<file path="config.mk">
export PLATFORM = sky130hd
export DESIGN_NAME = mpy_accumulator
export DESIGN_NICKNAME = d
export VERILOG_FILES = /design/src/rtl/mpy_accumulator.sv
export SDC_FILE = /design/constraint.sdc
export NUM_CORES = 1
export LEC_CHECK = 0
export ABC_CLOCK_PERIOD_IN_PS = 3900
export CELL_PAD_IN_SITES_DETAIL_PLACEMENT = 0
export CELL_PAD_IN_SITES_GLOBAL_PLACEMENT = 2
export CORE_MARGIN = 10
export CORE_UTILIZATION = 31
export DETAILED_ROUTE_END_ITERATION = 10
export GPL_TIMING_DRIVEN = 0
export PLACE_DENSITY = 0.87
export SETUP_SLACK_MARGIN = 0.5
export SYNTH_ARGS = -nofsm -noshare
export SYNTH_HDL_FRONTEND = slang
export SYNTH_SLANG_ARGS = --single-unit
</file>
<file path="constraint.sdc">
create_clock -name CLK -period 3.9 [get_ports CLK]
set_clock_uncertainty 0.1 [all_clocks]
set_input_delay 0.78 -clock CLK [delete_from_list [all_inputs] [get_ports CLK]]
set_output_delay 0.78 -clock CLK [all_outputs]
set_load 0.02 [all_outputs]
</file>
<file path="src/rtl/mpy_accumulator.sv">
// ---------------------------------------------------------------------------
// mpy_accumulator
//   Sums a frame of unsigned products from the MBE multiplier into a wide
//   accumulator. A frame ends when a product with LAST_I is accepted, or when
//   MAX_LEN terms have been accepted. The result is then held behind a
//   valid/ready handshake until the consumer takes it.
//
// Ports
//   CLK         in   1       clock, rising edge
//   RST_n       in   1       asynchronous active-low reset
//   CLR_I       in   1       synchronous abort/clear, beats every other input
//   PROD_I      in   PROD_W  unsigned product
//   PROD_VLD_I  in   1       PROD_I valid
//   LAST_I      in   1       PROD_I is the last term of the frame
//   PROD_RDY_O  out  1       stage can accept a product (state register only)
//   ACC_O       out  ACC_W   accumulated sum
//   CNT_O       out  CNT_W   number of terms in ACC_O
//   OVF_O       out  1       sticky carry out of ACC_W within the frame
//   ACC_VLD_O   out  1       result valid
//   ACC_RDY_I   in   1       consumer accepts the result
// ---------------------------------------------------------------------------
module mpy_accumulator #(
  parameter  int PROD_W  = 64,
  parameter  int ACC_W   = 72,
  parameter  int MAX_LEN = 256,
  localparam int CNT_W   = $clog2(MAX_LEN + 1)
) (
  input  logic              CLK,
  input  logic              RST_n,
  input  logic              CLR_I,
  input  logic [PROD_W-1:0] PROD_I,
  input  logic              PROD_VLD_I,
  input  logic              LAST_I,
  output logic              PROD_RDY_O,
  output logic [ACC_W-1:0]  ACC_O,
  output logic [CNT_W-1:0]  CNT_O,
  output logic              OVF_O,
  output logic              ACC_VLD_O,
  input  logic              ACC_RDY_I
);

  typedef enum logic [1:0] {
    S_IDLE  = 2'd0,
    S_ACCUM = 2'd1,
    S_HOLD  = 2'd2
  } state_t;

  state_t            r_state;
  state_t            w_state_next;
  logic [ACC_W-1:0]  r_acc;
  logic [ACC_W-1:0]  w_acc_next;
  logic [CNT_W-1:0]  r_cnt;
  logic [CNT_W-1:0]  w_cnt_next;
  logic              r_ovf;
  logic              w_ovf_next;

  logic              w_accept;
  logic [ACC_W-1:0]  w_prod_ext;
  logic [ACC_W:0]    w_sum;      // one extra bit to capture the carry out
  logic [CNT_W-1:0]  w_cnt_inc;

  // Ready depends on the state register alone, so there is no combinational
  // path from any input to PROD_RDY_O.
  assign PROD_RDY_O = (r_state != S_HOLD);
  assign ACC_VLD_O  = (r_state == S_HOLD);
  assign ACC_O      = r_acc;
  assign CNT_O      = r_cnt;
  assign OVF_O      = r_ovf;

  assign w_accept   = PROD_VLD_I & PROD_RDY_O;
  assign w_prod_ext = ACC_W'(PROD_I);
  assign w_sum      = {1'b0, r_acc} + {1'b0, w_prod_ext};
  assign w_cnt_inc  = r_cnt + 1'b1;

  always_ff @(posedge CLK or negedge RST_n) begin
    if (!RST_n) begin
      r_state <= S_IDLE;
      r_acc   <= '0;
      r_cnt   <= '0;
      r_ovf   <= 1'b0;
    end else begin
      r_state <= w_state_next;
      r_acc   <= w_acc_next;
      r_cnt   <= w_cnt_next;
      r_ovf   <= w_ovf_next;
    end
  end

  always_comb begin
    w_state_next = r_state;
    w_acc_next   = r_acc;
    w_cnt_next   = r_cnt;
    w_ovf_next   = r_ovf;

    if (CLR_I) begin
      // Abort: any product presented this cycle is dropped.
      w_state_next = S_IDLE;
      w_acc_next   = '0;
      w_cnt_next   = '0;
      w_ovf_next   = 1'b0;
    end else begin
      unique case (r_state)
        S_IDLE: begin
          // The previous result stays visible until the first term of the
          // next frame replaces it.
          if (w_accept) begin
            w_acc_next   = w_prod_ext;
            w_cnt_next   = CNT_W'(1);
            w_ovf_next   = 1'b0;
            w_state_next = (LAST_I || (MAX_LEN == 1)) ? S_HOLD : S_ACCUM;
          end
        end
        S_ACCUM: begin
          if (w_accept) begin
            w_acc_next   = w_sum[ACC_W-1:0];
            w_cnt_next   = w_cnt_inc;
            w_ovf_next   = r_ovf | w_sum[ACC_W];
            w_state_next = (LAST_I || (w_cnt_inc == CNT_W'(MAX_LEN))) ? S_HOLD : S_ACCUM;
          end
        end
        S_HOLD: begin
          if (ACC_RDY_I) begin
            w_state_next = S_IDLE;
          end
        end
        default: begin
          w_state_next = S_IDLE;
        end
      endcase
    end
  end

endmodule

</file>
Word-level counts from Yosys, hierarchy flattened

Index checks and enable logic that the tools add are counted.

Add/subtract/negate cells: 2
Equal/unequal tests: 7
Bitwise operators: 2
Mux-type cells: 19
Reductions and logical operators: 5

Operators with widths:

| cell                                                | count |
|---|---|
| two-way mux 72 bit                                  | 3 |
| one-hot mux 72 bit (2 select lines)                 | 1 |
| adder 72 x 64 -> 73 bit                             | 1 |
| two-way mux 9 bit                                   | 3 |
| one-hot mux 9 bit (2 select lines)                  | 1 |
| two-way mux 2 bit                                   | 6 |
| adder 9 x 1 -> 9 bit, second input constant         | 1 |
| equality test 9 bit, second input constant          | 1 |
| != test 3 bit, second input constant                | 2 |
| one-hot mux 2 bit (3 select lines)                  | 1 |
| AND reduction 3 bit                                 | 2 |
| two-way mux 1 bit                                   | 3 |
| != test 3 x 2 -> 1 bit, second input constant       | 1 |
| nonzero test 3 bit                                  | 1 |
| equality test 2 x 1 -> 1 bit, second input constant | 1 |
| equality test 2 bit, second input constant          | 1 |
| zero test 2 bit                                     | 1 |
| != test 2 bit, second input constant                | 1 |
| one-hot mux 1 bit (2 select lines)                  | 1 |
| AND 1 bit                                           | 1 |
| logical OR 1 bit                                    | 1 |
| bitwise OR 1 bit                                    | 1 |

Register bits after elaboration: 84
Word-level logic and storage cells: 39

Longest topological paths before layout

Gate-level depths: netlist of the first run.

Word-level depth: 7
Depth in mapped cells: 14
Gate-level depth less buffers: 13

Least setup slack after synthesis of the first run

Ideal clock, no wire load.

Path kind: input to register
From: input PROD_I[0]
To: register r_acc[40], in the netlist ACC_O[40]
Path slack: 0.521 ns
Library setup time: 0.125 ns
Path buffers: 0
Required time: 3.675 ns
Cell stages on the path: 13
Arrival time: 3.154 ns
Cells stage by stage: ha_1 -> inv_1 -> fa_1 -> nor2b_1 -> o2111ai_1 -> a21oi_1 -> o2111ai_1 -> and3_1 -> o31ai_1 -> a31oi_1 -> xnor2_1 -> o221ai_1 -> nand2_1

Longest elaborated chain between the ends: 4

RTL lines:

| element                             | RTL line | text |
|---|---|---|
| from (decl)                         | 31       | `input logic [PROD_W-1:0] PROD_I,` |
| adder 72 x 64 -> 73 bit             | 72       | `assign w_sum = {1'b0, r_acc} + {1'b0, w_prod_ext};` |
| two-way mux 72 bit                  | 114      | `if (w_accept) begin` |
| one-hot mux 72 bit (2 select lines) | 102      | `unique case (r_state)` |
| two-way mux 72 bit                  | 95       | `if (CLR_I) begin` |
| to (signal assigned)                | 83       | `r_acc <= w_acc_next;` |
| to (decl)                           | 50       | `logic [ACC_W-1:0] r_acc;` |

Every way passes these cells. The select of a mux whose other input is x is not followed.
A chain may end at the register's enable or synchronous reset.

Worst setup path in the final report of the first run

From: input PROD_VLD_I
To: register r_acc[58], in the netlist ACC_O[58]

Longest elaborated chain between the ends: 3
Elaborated cells on any way between the ends: 4
Those cells by class: 2 x eq/ne; 1 x bitwise; 1 x reduce/logical

RTL lines:

| element                                  | RTL line | text |
|---|---|---|
| from (decl)                              | 32       | `input logic PROD_VLD_I,` |
| AND 1 bit (*)                            | 70       | `assign w_accept = PROD_VLD_I & PROD_RDY_O;` |
| != test 3 bit (no source line)           | n/a      |  |
| AND reduction 3 bit (no source line) (*) | n/a      |  |

Mark *: on every way between the ends. The rest lies on a longest branch, timed or not.

==> results of run 1 <==
==> routing by layer <==
layer  up-vias  wire length [µm]  part of all wire, %  global-route usage [%]
met1      4328             14900                   44                   25.13
met4         0               845                  2.5                   5.987
met5         -                 0                    0                       0
met2       270             16160                   48                   33.02
met3        45              1824                  5.4                   3.253
li1       4238                 -                    -                       -
==> cells in the mapped netlist, drive strengths merged (9+ instances only) <==
| cell | instances | share of area [%] |
|---|---|---|
| nor3 | 13 | 0.82 |
| ha | 65 | 10 |
| a21o | 26 | 2.5 |
| nand3 | 13 | 0.82 |
| nand4 | 25 | 2.2 |
| o21a | 12 | 1.1 |
| o21bai | 11 | 1.1 |
| inv | 23 | 1.1 |
| a31oi | 16 | 1.5 |
| o31ai | 11 | 1.1 |
| a211oi | 9 | 1.1 |
| o221ai | 45 | 5.0 |
| and3 | 9 | 0.71 |
| buf | 17 | 1.2 |
| nor2 | 66 | 3.2 |
| o211ai | 11 | 1.1 |
| dfrtp | 84 | 27 |
| a21oi | 99 | 6.3 |
| clkbuf | 42 | 2.0 |
| xnor2 | 34 | 3.8 |
| xor2 | 27 | 3.0 |
| o21ai | 83 | 5.4 |
| nand2 | 180 | 8.5 |
==> worst min-delay path by stage <==
| stage | startpoint | end | slack (ns) | cells past startpoint |
|---|---|---|---|---|
| floorplan | r_state[1]$_DFFE_PN0P_ | r_state[0]$_DFFE_PN0P_ | 0.36 | 1 |
| global placement | ACC_O[62]$_DFFE_PN0P_ | ACC_O[62]$_DFFE_PN0P_ | 0.39 | 2 |
| CTS | RST_n | ACC_O[70]$_DFFE_PN0P_ | 0.24 | 1 |
| global route | RST_n | ACC_O[70]$_DFFE_PN0P_ | 0.26 | 1 |
| finish | RST_n | ACC_O[70]$_DFFE_PN0P_ | 0.23 | 1 |
| detailed placement | ACC_O[4]$_DFFE_PN0P_ | ACC_O[4]$_DFFE_PN0P_ | 0.39 | 2 |
==> power by group through the flow <==
stage / logic [µW] / registers, µW / clock network (µW)
after global routing: 1800 / 1010 / 973
after global placement: 1300 / 1000 / 0
after floorplan: 756 / 1060 / 0
after detailed placement: 1310 / 1010 / 0
after CTS: 1530 / 1000 / 946
final: 1670 / 1000 / 923
==> metrics by stage <==
stage	instance area, µm²	power, µW	util [%]	setup WS, ns
floorplan	7925	1818	-	0.5208
global placement	9869	2307	39.19	-1.688
finish	11920	3597	47.33	0.5692
detailed placement	9894	2314	39.29	-0.7623
CTS	11360	3473	45.12	0.4976
global route	11920	3790	47.33	0.4607
==> kinds of logic (layout without fill, tap and decap cells) <==
kind of cell               count (synthesis)  count (layout)  synth area share (%)
muxes                                      7               7                0.8842
and+or+nand+nor                          344             344                 19.58
DFF                                       84              84                 26.52
xor gates and xnor gates                  61              61                 6.741
AOI/OAI and AO/OA                        366             366                 31.43
adders and majority gates                 66              66                 10.51
buffers and inverters                     82             333                 4.326
other                                      0               1                     0
==> worst max-delay path, cell delays in order <==
cell	delay (ns)
sky130_fd_sc_hd__clkdlybuf4s50_1	0.53
sky130_fd_sc_hd__nand2b_1	0.18
sky130_fd_sc_hd__nor2_1	0.43
sky130_fd_sc_hd__clkbuf_1	0.55
sky130_fd_sc_hd__clkbuf_1	0.61
sky130_fd_sc_hd__o21ai_0	0.20
sky130_fd_sc_hd__a22oi_1	0.23
==> area by class of cell <==
| cell class | count | area [µm²] | area share (%) |
|---|---|---|---|
| Sequential cell | 84 | 2102 | 17.64 |
| Multi-Input combinational cell | 844 | 6525 | 54.75 |
| Buffer | 59 | 385.4 | 3.234 |
| Antenna cell | 1 | 2.502 | 0.02100 |
| Clock inverter | 6 | 65.06 | 0.5459 |
| Inverter | 23 | 86.33 | 0.7244 |
| Timing Repair Buffer | 235 | 2110 | 17.70 |
| Tap cell | 330 | 412.9 | 3.465 |
| Clock buffer | 10 | 229.0 | 1.921 |
==> repair_timing <==
item                                    CTS  global route
endpoints found under the setup margin   49            32
cloned                                    0             0
pin swaps                                71            78
resized for setup                       208           148
setup buffers                            66            15
==> sequential cells by signal, indices dropped and copies added (netlist names) <==
register,flops
CNT_O,9
r_state,2
OVF_O,1
ACC_O,72
==> results by group, run 1 <==
Yosys
  – Post-synth EDFFs: 0
  – Instance count of the mapped netlist: 1010
  – Sequential cell area fraction in the yosys report: 26.52%
  – Synth warn: 0
  – Commonest register cell after synthesis: sky130_fd_sc_hd__dfrtp_1
  – Synthesis-stage register bit count: 84
  – Area of the mapped netlist: 7925 µm²
  – Net count after synthesis: 1146
  – Mean cell area of the mapped netlist: 7.847 µm²
  – Proportion of register bits with asynchronous set or reset after synthesis: 100.0%
  – Count of distinct cell types in the synthesized netlist: 74

Worst setup path
  – Cell count of the worst reg-to-reg path: 13
  – Startpoint class of the critical path: input port
  – Worst flop-to-flop path endpoint: ACC_O[71]$_DFFE_PN0P_
  – Required time at the endpoint of the critical path: 4.08 ns
  – Nature of the critical path endpoint: register
  – Worst R2R Setup Slack: 0.66 ns
  – Capturing instance or port of the critical path: ACC_O[58]$_DFFE_PN0P_
  – Maximum fanout along the worst path: 10
  – Critical path launch point: PROD_VLD_I
  – Reg-to-reg critical path startpoint: ACC_O[22]$_DFFE_PN0P_
  – Data arrival time of the critical path: 3.51 ns
  – Kind of critical path: input port to register

Power
  – Leakage component of the power: 0.005001 µW
  – Worst IR Drop VDD: 188.8 µV
  – Internal Dissipation: 2169 µW
  – Part of the total power dissipated in sequential elements: 27.9%
  – Share of total power in the clock network: 25.7%
  – Pwr/cell area: 301.8 nW/µm²
  – Switching Share: 39.68%
  – Part of the power in combinational logic: 46.5%
  – Psw: 1427 µW

Clocking
  – Clock slew at reported path FFs: 0.08 ns
  – Maximum count of clock buffers along a single path: 2
  – Htree depth: 3
  – Number of hold-repair buffers added at the cts stage: 0
  – Total number of clock tree sinks: 84
  – Clk root buf: sky130_fd_sc_hd__clkbuf_16
  – Clock tree from TritonCTS: built
  – Number of CTS-inserted buffers: 9
  – Worst-skew pair later-pin latency: 0.36 ns

Drt
  – Number of iterations in the first detailed-routing pass: 6
  – Routed via count divided by cell count: 5.579
  – Routed WL: 33.73 mm
  – DRC errors left: 0
  – Number of nets with antenna violations after detailed routing: 0
  – Initial drt markers: 723
  – Detailed-route via count: 8881
  – Routed length per instance: 21.19 µm

Timing
  – Worst hold margin: 0.2348 ns
  – Normalized max-slew margin: 40.25%
  – Highest Clock Rate: 300.2 MHz
  – Final TNS setup: 0 ns
  – Slew at the pin closest to its max-slew limit: 0.8962 ns
  – Post-layout min period: 3.331 ns
  – Period utilization: 85.41%
  – Max-slew violations: 0
  – Final setup fails: 0
  – RSZ-0062 raised after global routing: true
  – Number of endpoints with negative hold slack in the final report: 0

Final layout
  – Total number of nets in the final design: 1392
  – Most common cell after layout, fill and taps aside: sky130_fd_sc_hd__nand2_1
  – Layout cells sized above 1: 23.39%
  – Fill cell instance count of the final layout: 2465
  – Most frequent cells in the layout: sky130_fd_sc_hd__nand2_1, sky130_fd_sc_hd__clkdlybuf4s50_1, sky130_fd_sc_hd__dfrtp_1
  – Synthesis-to-layout area growth: 50.38%
  – Count of non-filler cells in the finished layout: 1592

Global routing
  – Total global-route track usage: 19.64%
  – Antenna violations before repair: 2
  – Total gr overflow: 0
  – Wire length of the first global-routing pass: 51.41 mm
  – Largest net degree at the start of global routing: 60
  – Number of global-route vias before repair: 8892

Die
  – Chip height: 179.9 µm
  – Core region area: 25180 µm²
  – Die area: 32360 µm²
  – Initial cell density of the core: 31.47%
  – Number of ports placed on the die boundary: 154
  – Floorplan die width: 179.9 µm
  – Number of core rows: 58

Min path
  – Type of the most critical hold path: input port to async pin

Place
  – Port Buf Inserts: 153
  – Post-Place Cells: 1494
  – Gpl congestion: 0.8710
  – Final HPWL from detailed placement: 24.72 mm

Flow run
  – # Max-Cap Violations: 0

Outcome
  – Run status: finished clean
No activity file was read; power rests on OpenSTA's default activity.
==> inputs of run 2 (changes only) <==
--- a/config.mk
+++ b/config.mk
@@ -11,6 +11,7 @@
 export CORE_MARGIN = 10
 export CORE_UTILIZATION = 31
 export DETAILED_ROUTE_END_ITERATION = 10
+export GPL_ROUTABILITY_DRIVEN = 0
 export GPL_TIMING_DRIVEN = 0
 export PLACE_DENSITY = 0.87
 export SETUP_SLACK_MARGIN = 0.5
==> results by group, run 2 (same netlist as run 1, synthesis figures left out) <==
Power
  – Share of total power in the clock network: 26.4%
  – Post-layout power: 3558 µW
  – Switching Share: 39.75%
  – Worst IR Drop VDD: 155.2 µV
  – Pwr/cell area: 304.8 nW/µm²
  – Part of the power in combinational logic: 45.5%
  – Psw: 1414 µW
  – Internal Dissipation: 2144 µW
  – Part of the total power dissipated in sequential elements: 28.1%
  – Leakage component of the power: 0.004922 µW

Clocking
  – Clock slew at reported path FFs: 0.08 ns
  – Clk root buf: sky130_fd_sc_hd__clkbuf_16
  – Htree depth: 3
  – Number of hold-repair buffers added at the cts stage: 0
  – Number of CTS-inserted buffers: 9
  – Clock tree from TritonCTS: built
  – Worst-skew pair later-pin latency: 0.36 ns
  – Maximum count of clock buffers along a single path: 2
  – Total number of clock tree sinks: 84

Timing
  – Post-layout min period: 3.355 ns
  – Number of endpoints with negative hold slack in the final report: 0
  – Final setup fails: 0
  – Max-slew violations: 0
  – Period utilization: 86.01%
  – Normalized max-slew margin: 35.16%
  – Highest Clock Rate: 298.1 MHz
  – RSZ-0062 raised after global routing: true
  – Slew at the pin closest to its max-slew limit: 0.9727 ns

Final layout
  – Seq. cell area: 2102 µm²
  – Synthesis-to-layout area growth: 47.27%
  – Fill cell instance count of the final layout: 2529
  – Layout cells sized above 1: 21.33%
  – Most common cell after layout, fill and taps aside: sky130_fd_sc_hd__nand2_1
  – Max FFs per register: 72
  – Most frequent cells in the layout: sky130_fd_sc_hd__nand2_1, sky130_fd_sc_hd__clkdlybuf4s50_1, sky130_fd_sc_hd__dfrtp_1
  – Area taken by multi-input logic gates: 6405 µm²
  – Total number of nets in the final design: 1378
  – Share of the core filled with cells: 46.35%

Global routing
  – Antenna violations before repair: 2
  – Total global-route track usage: 19.58%
  – Largest net degree at the start of global routing: 53
  – Number of global-route vias before repair: 8738
  – Total gr overflow: 0
  – Wire length of the first global-routing pass: 51.22 mm

Drt
  – DRC errors left: 0
  – Routed WL: 33.09 mm
  – Number of iterations in the first detailed-routing pass: 5
  – Routed length per instance: 20.97 µm
  – Initial drt markers: 700
  – Number of nets with antenna violations after detailed routing: 0
  – Detailed-route via count: 8711
  – Routed via count divided by cell count: 5.520

Min path
  – Type of the most critical hold path: input port to async pin

Worst setup path
  – Nature of the critical path endpoint: register
  – Kind of critical path: input port to register
  – Slowest stage cell on the critical path: sky130_fd_sc_hd__or4_4
  – Series of cell instances along the critical path: dlygate4sd2_1 -> ha_1 -> buf_6 -> nand4_1 -> or4_4 -> o22ai_4 -> o211ai_1 -> buf_4 -> o21ai_4 -> a21o_1 -> a31oi_2 -> o31ai_1 -> o31ai_1
  – Most prevalent standard cell on the critical path: sky130_fd_sc_hd__o31ai_1
  – Startpoint class of the critical path: input port
  – Required time at the endpoint of the critical path: 4.04 ns
  – Bufs and invs on worst path: 3
  – Worst stage delay on the critical path: 0.55 ns
  – Data arrival time of the critical path: 3.49 ns
  – Family with the most delay on the worst path: compound AO/OA/AOI/OAI gates
  – Maximum fanout along the worst path: 7

Die
  – Chip height: 179.9 µm
  – Initial cell density of the core: 31.47%
  – Number of core rows: 58
  – Number of ports placed on the die boundary: 154
  – Die area: 32360 µm²
  – Floorplan die width: 179.9 µm
  – Core region area: 25180 µm²

Outcome
  – Run status: finished clean

Place
  – Final HPWL from detailed placement: 24.69 mm
  – Port Buf Inserts: 153

Flow run
  – # Max-Cap Violations: 0
==> run 2: through the flow <==
stage	cell area [µm²]	std cells	hold slack, ns	setup TNS, ns	worst slack [ns]
6_report	11670	1578	0.2680	0	0.5455
5_1_grt	11670	1578	0.3084	0	0.4509
4_1_cts	11270	1558	0.2878	0	0.5024
3_5_place_dp	9894	1494	0.3847	-14.21	-0.7739
3_3_place_gp	9869	1493	0.3862	-151.39	-1.650
2_1_floorplan	7925	1010	0.3584	0	0.5208
==> run 2: what timing repair did <==
action | in CTS | in global routing
gates resized for setup | 207 | 97
pin swaps | 64 | 66
buffers inserted | 48 | 19
setup endpoints to repair | 52 | 35
==> run 2: layout make-up <==
class                   count  share of cell area [%]
multi-input cells         844                   54.88
flip-flops and latches     84                   18.01
repair buffers            221                   17.01
well taps                 330                   3.538
plain buffers              59                   3.227
clock buffers              10                   1.962
inverters                  23                  0.7397
clock inverters             6                  0.6111
diodes                      1                 0.02144
==> run 2: final timing paths <==
path | slack (ns) | from | cells past startpoint | to
setup / recovery | 0.55 | PROD_I[16] | 13 | ACC_O[71]$_DFFE_PN0P_
hold / removal | 0.27 | RST_n | 1 | ACC_O[70]$_DFFE_PN0P_
setup reg to reg | 0.66 | ACC_O[21]$_DFFE_PN0P_ | 13 | ACC_O[71]$_DFFE_PN0P_
hold reg to reg | 0.40 | ACC_O[34]$_DFFE_PN0P_ | 2 | ACC_O[34]$_DFFE_PN0P_
max in group asynchronous | 2.76 | RST_n | 2 | ACC_O[24]$_DFFE_PN0P_
min in group CLK | 0.40 | ACC_O[34]$_DFFE_PN0P_ | 2 | ACC_O[34]$_DFFE_PN0P_
==> run 2: power by group through the flow <==
stage          logic [µW]  clock network [µW]  registers, µW
2_1_floorplan         756                   0           1060
3_3_place_gp         1300                   0           1000
3_5_place_dp         1310                   0           1000
4_1_cts              1510                 960            998
5_1_grt              1750                 990           1010
6_report             1620                 940           1000
==> run 2: routing by layer <==
layer	global-route usage [%]	share of wire, %	wire length, µm
met1	25.63	46	15080
met2	32.22	48	15780
met3	3.012	4.5	1502
met4	6.318	2.2	720
met5	0	0	0
==> RTL edit 1, RTL diff (flow settings as in run 2) <==
Set the parameter `ACC_W` to 36 (it was 72).
--- a/src/rtl/mpy_accumulator.sv
+++ b/src/rtl/mpy_accumulator.sv
@@ -21,7 +21,7 @@
 // ---------------------------------------------------------------------------
 module mpy_accumulator #(
   parameter  int PROD_W  = 64,
-  parameter  int ACC_W   = 72,
+  parameter  int ACC_W   = 36,
   parameter  int MAX_LEN = 256,
   localparam int CNT_W   = $clog2(MAX_LEN + 1)
 ) (
Interface: changed (resized ACC_O); port bits go from 154 to 118. The function was not compared with the original's and may differ.
==> RTL edit 1 against run 2 <==
Synthesized cell count is 53% lower. Sequential share of layout area is 3.9 points higher. Routed wire length is 60% lower. Setup slack better by 0.092 ns. Register-to-register slack better by 0.28 ns. Via count is 54% lower. Power is 52% lower. Die area is 46% lower. Area after synthesis is 51% lower. Cell area is 53% lower. Highest routed layer unchanged. First-iteration DRC count is 73% lower. Sequential cell count is 36 lower. Sequential power is 44% lower.
==> RTL edit 1: results (changes against run 2) <==
[status]
status = completed

[worst_setup_path]
critPathMaxStageDelay_ns = 0.49  ; -0.06 ns
r2r_slack_ns = 0.94  ; +0.28 ns
critPathSlowestCell = clkdlybuf4s50_1
worst_r2r_endpoint = ACC_O[35]
rr_worst_depth = 10  ; -3
cp.arrival_ns = 3.33  ; -0.16 ns
r2r_start = ACC_O[1]
crit_fanout = 6  ; -1

[final_layout]
clock_buffers = 6  ; -4
design_area_um2 = 5480  ; -53%
nMultiInputCombCells = 399  ; -53%
seqCellArea_um2 = 1200  ; -43%
multi_input_area_um2 = 2830  ; -56%
largest_register_ffs = 36  ; -50%
fill_cells = 1345  ; -47%
n_all_inverters = 11  ; -52%
diodes = 0  ; -1
nonClkBufAreaFrac_pct = 18.7  ; -1.5 points
n_sequential_cell = 48  ; -43%

[cts]
worstSkewPairLatency_ns = 0.30  ; -0.06 ns
post-cts-setup-buffers = 2  ; -96%
cts_resized = 26  ; -87%
numCtsBuffers = 5  ; -4
cts.htree.levels = 2  ; -1

[synth]
synth_fp_nets = 584  ; -49%
synth_xor_area_share_pct = 6.48  ; -0.26 points
synthMuxAreaShare_pct = 1.28  ; +0.39 points
synthCells = 476  ; -53%
synth_fa_ha_area_share_pct = 12.3  ; +1.8 points
synth-seq-area-share_pct = 30.7  ; +4.1 points
synth_compound_area_share_pct = 30.1  ; -1.4 points

[power]
power_leakage_nw = 2.32  ; -53%
peakVddDrop_mv = 0.187  ; +20%

[sta]
hold_ws_ns = 0.282  ; +0.0138 ns

[route]
routed_wl_mm = 13.4  ; -60%
routed_via_density = 5.28  ; -4.3%
wl_met1_mm = 6.17  ; -59%
dr_wl_met2_mm = 6.36  ; -60%
first_pass_iters = 4  ; -1
drt_iter0_drc = 188  ; -73%

[placement]
portBuffers = 89  ; -42%
dpl_cell_area_um2 = 5040  ; -49%
dp_cells = 738  ; -51%

[grt]
use_met1_pct = 18.3  ; -7.3 points
grt_antenna_before_repair = 0  ; -2
grt_pass1_vias = 4145  ; -53%
grt_pass1_wl_mm = 21.6  ; -58%
gr-usage-met2_pct = 24.7  ; -7.6 points

## RTL edit 1: where the power goes
part           switching [mW]  internal [mW]  total [mW]
clock network           0.206          0.303       0.509
logic                   0.341          0.286       0.627
registers              0.0340          0.529       0.563
## RTL edit 1: cell families after synthesis
logic type,after synthesis
AO/OA/AOI/OAI,187
XOR/XNOR,29
adder cells (fa/ha/maj),38
buffers and inverters,29
flip-flops,48
multiplexers,5
AND/OR/NAND/NOR,140
## RTL edit 1: how the worst max path moves through the flow
stage | slack (ns) | from | to | depth (start not counted)
finish | 0.64 | PROD_I[19] | ACC_O[30] | 11
global route | 0.50 | PROD_I[19] | ACC_O[30] | 11
CTS | 0.50 | PROD_I[9] | ACC_O[29] | 12
detailed placement | -0.23 | PROD_I[0] | OVF_O | 13
global placement | -0.23 | PROD_I[0] | ACC_O[32] | 13
floorplan | 0.79 | PROD_I[0] | ACC_O[34] | 12
==> RTL edit 2, RTL diff (config.mk and constraints of run 2) <==
Without the edit above. Encoding of `state_t`: now one-hot (3 bits for 3 states).
--- a/src/rtl/mpy_accumulator.sv
+++ b/src/rtl/mpy_accumulator.sv
@@ -39,10 +39,10 @@
   input  logic              ACC_RDY_I
 );
 
-  typedef enum logic [1:0] {
-    S_IDLE  = 2'd0,
-    S_ACCUM = 2'd1,
-    S_HOLD  = 2'd2
+  typedef enum logic [2:0] {
+    S_IDLE  = 3'b001,
+    S_ACCUM = 3'b010,
+    S_HOLD  = 3'b100
   } state_t;
 
   state_t            r_state;
Formal check against the unedited RTL: same outputs for any inputs over 4 cycles, from zero or initial values and one cycle with RST_n low; so few cycles prove little.
==> RTL edit 2 against run 2 <==
Setup slack improved by 0.015 ns. Power is 2.5% higher. Global-route usage shrank 0.062 points. Routed wire length decreased by 3.9%. Sequential cell count up 1. Count of clock-buffer cells in the layout increased by 3. Cell area increased by 0.92%. Area after synthesis is 2.0% lower. Critical endpoint is now ACC_O[70].
==> RTL edit 2: results (changes against run 2) <==
[final_layout]
diodes = 0  ; -1
largest_register_ffs = 72  ; unchanged
fill_cells = 2348  ; -7.2%
drive_gt1_share_pct = 22.3  ; +0.93 points
fin_nets = 1371  ; -0.51%
layout_commonest_cell = nand2_1

[power]
power_leakage_nw = 4.91  ; -0.27%
peakVddDrop_mv = 0.238  ; +53%

[hold_path]
hold_class = primary input to asynchronous set/reset pin

[cts]
cts.htree.levels = 3  ; unchanged
cts.clk_slew.worst_paths_ns = 0.08  ; about the same
cts_buffer_depth = 2  ; unchanged
post-cts-setup-buffers = 53  ; +10%
cts_resized = 251  ; +21%
numCtsBuffers = 9  ; unchanged
root_buffer = clkbuf_16
worstSkewPairLatency_ns = 0.36  ; about the same

[worst_setup_path]
rr_worst_depth = 13  ; unchanged
r2r_slack_ns = 0.71  ; +0.05 ns
worst_r2r_endpoint = ACC_O[70]
crit_fanout = 5  ; -2
critPathMaxStageDelay_ns = 0.44  ; -0.11 ns
crit_family = compound AO/OA/AOI/OAI gates
r2r_start = ACC_O[29]
cp.arrival_ns = 3.47  ; -0.02 ns
critPathSlowestCell = a211oi_2

[synth]
synth-seq-area-share_pct = 27.4  ; +0.89 points
synth-main-ff-cell = dfrtp_1
ys_top_cells_by_count = nand2_1, a21oi_1, o21ai_0, nor2_1, dfrtp_1
ys_types = 67  ; -9.5%
synth_fp_nets = 1134  ; -1.0%
ys_async_sr_fraction_pct = 100  ; unchanged
ys.warnings.count = 0  ; unchanged
synth_area_leaders = dfrtp_1, ha_1, nand2_1
synth_top_area_share_pct = 27.1  ; +0.55 points
avgSynthCellArea_um2 = 7.78  ; -0.86%

[route]
drt_iter0_drc = 683  ; -2.4%
first_pass_iters = 7  ; +2
routed_wl_mm = 31.8  ; -3.9%
wire_per_inst_um = 20.3  ; -3.0%
routed_via_density = 5.58  ; +1.1%

[sta]
max_slew_margin_pct = 47.1  ; +12 points
hold_ws_ns = 0.336  ; +0.0675 ns

[status]
status = completed

[grt]
grt_antenna_before_repair = 0  ; -2
grt_pass1_vias = 8800  ; +0.71%
grt_max_degree = 47  ; -11%
grt_pass1_wl_mm = 49.6  ; -3.2%
grt_usage_pct = 19.5  ; -0.062 points

[placement]
dp_hpwl_mm = 23.5  ; -4.8%
dp_cells = 1476  ; -1.2%
portBuffers = 153  ; unchanged

RTL edit 2: metrics by stage:
step	cell area, um^2	setup slack (ns)
3_5_place_dp	9730	-0.884
3_3_place_gp	9710	-1.66
6_report	11800	0.560
4_1_cts	11300	0.437
2_1_floorplan	7770	0.502
5_1_grt	11800	0.460
RTL edit 2: logic make-up (layout without fill, tap and decap cells):
kind of cell	Yosys count	after routing	share of synthesized area, %
compound gates	374	374	31.3
simple gates	330	330	19.4
buf+inv	78	320	3.85
flops	85	85	27.4
xor+xnor	65	65	7.33
fa+ha+maj	66	66	10.7
RTL edit 2: how the worst max path moves through the flow:
stage	from	to	cells past startpoint
after floorplan	PROD_I[0]	ACC_O[58]	14
after global placement	RST_n	ACC_O[34]	1
after detailed placement	PROD_I[28]	ACC_O[67]	13
after CTS	PROD_I[0]	ACC_O[58]	17
after global routing	PROD_I[24]	ACC_O[65]	14
final	PROD_I[23]	ACC_O[70]	14
RTL edit 2: cell type report:
cell class	instances	area share, %
clock inverters	3	0.393
inverters	18	0.574
clock buffers	13	2.12
multi-input cells	835	55.0
plain buffers	60	3.21
well taps	324	3.44
repair buffers	226	17.2
flip-flops and latches	85	18.1
RTL edit 2: power by group:
part,total [mW],switching [mW],leakage (nW),internal [mW]
Sequential,1.02,0.0780,1.14,0.941
Combinational,1.70,0.927,3.63,0.774
Clock,0.928,0.409,0.140,0.519
Total,3.65,1.41,4.91,2.23
RTL edit 2: per-layer routing:
metal  part of all wire, %  routed length, um  GRT usage [%]  up-vias
li1                      -                  -              -     4174
met1                    45              14300           26.0     4250
met2                    47              14900           31.7      268
met3                   6.0               1910           2.92       41
met4                   2.4                762           6.54        0
met5                     0                  0              0        -
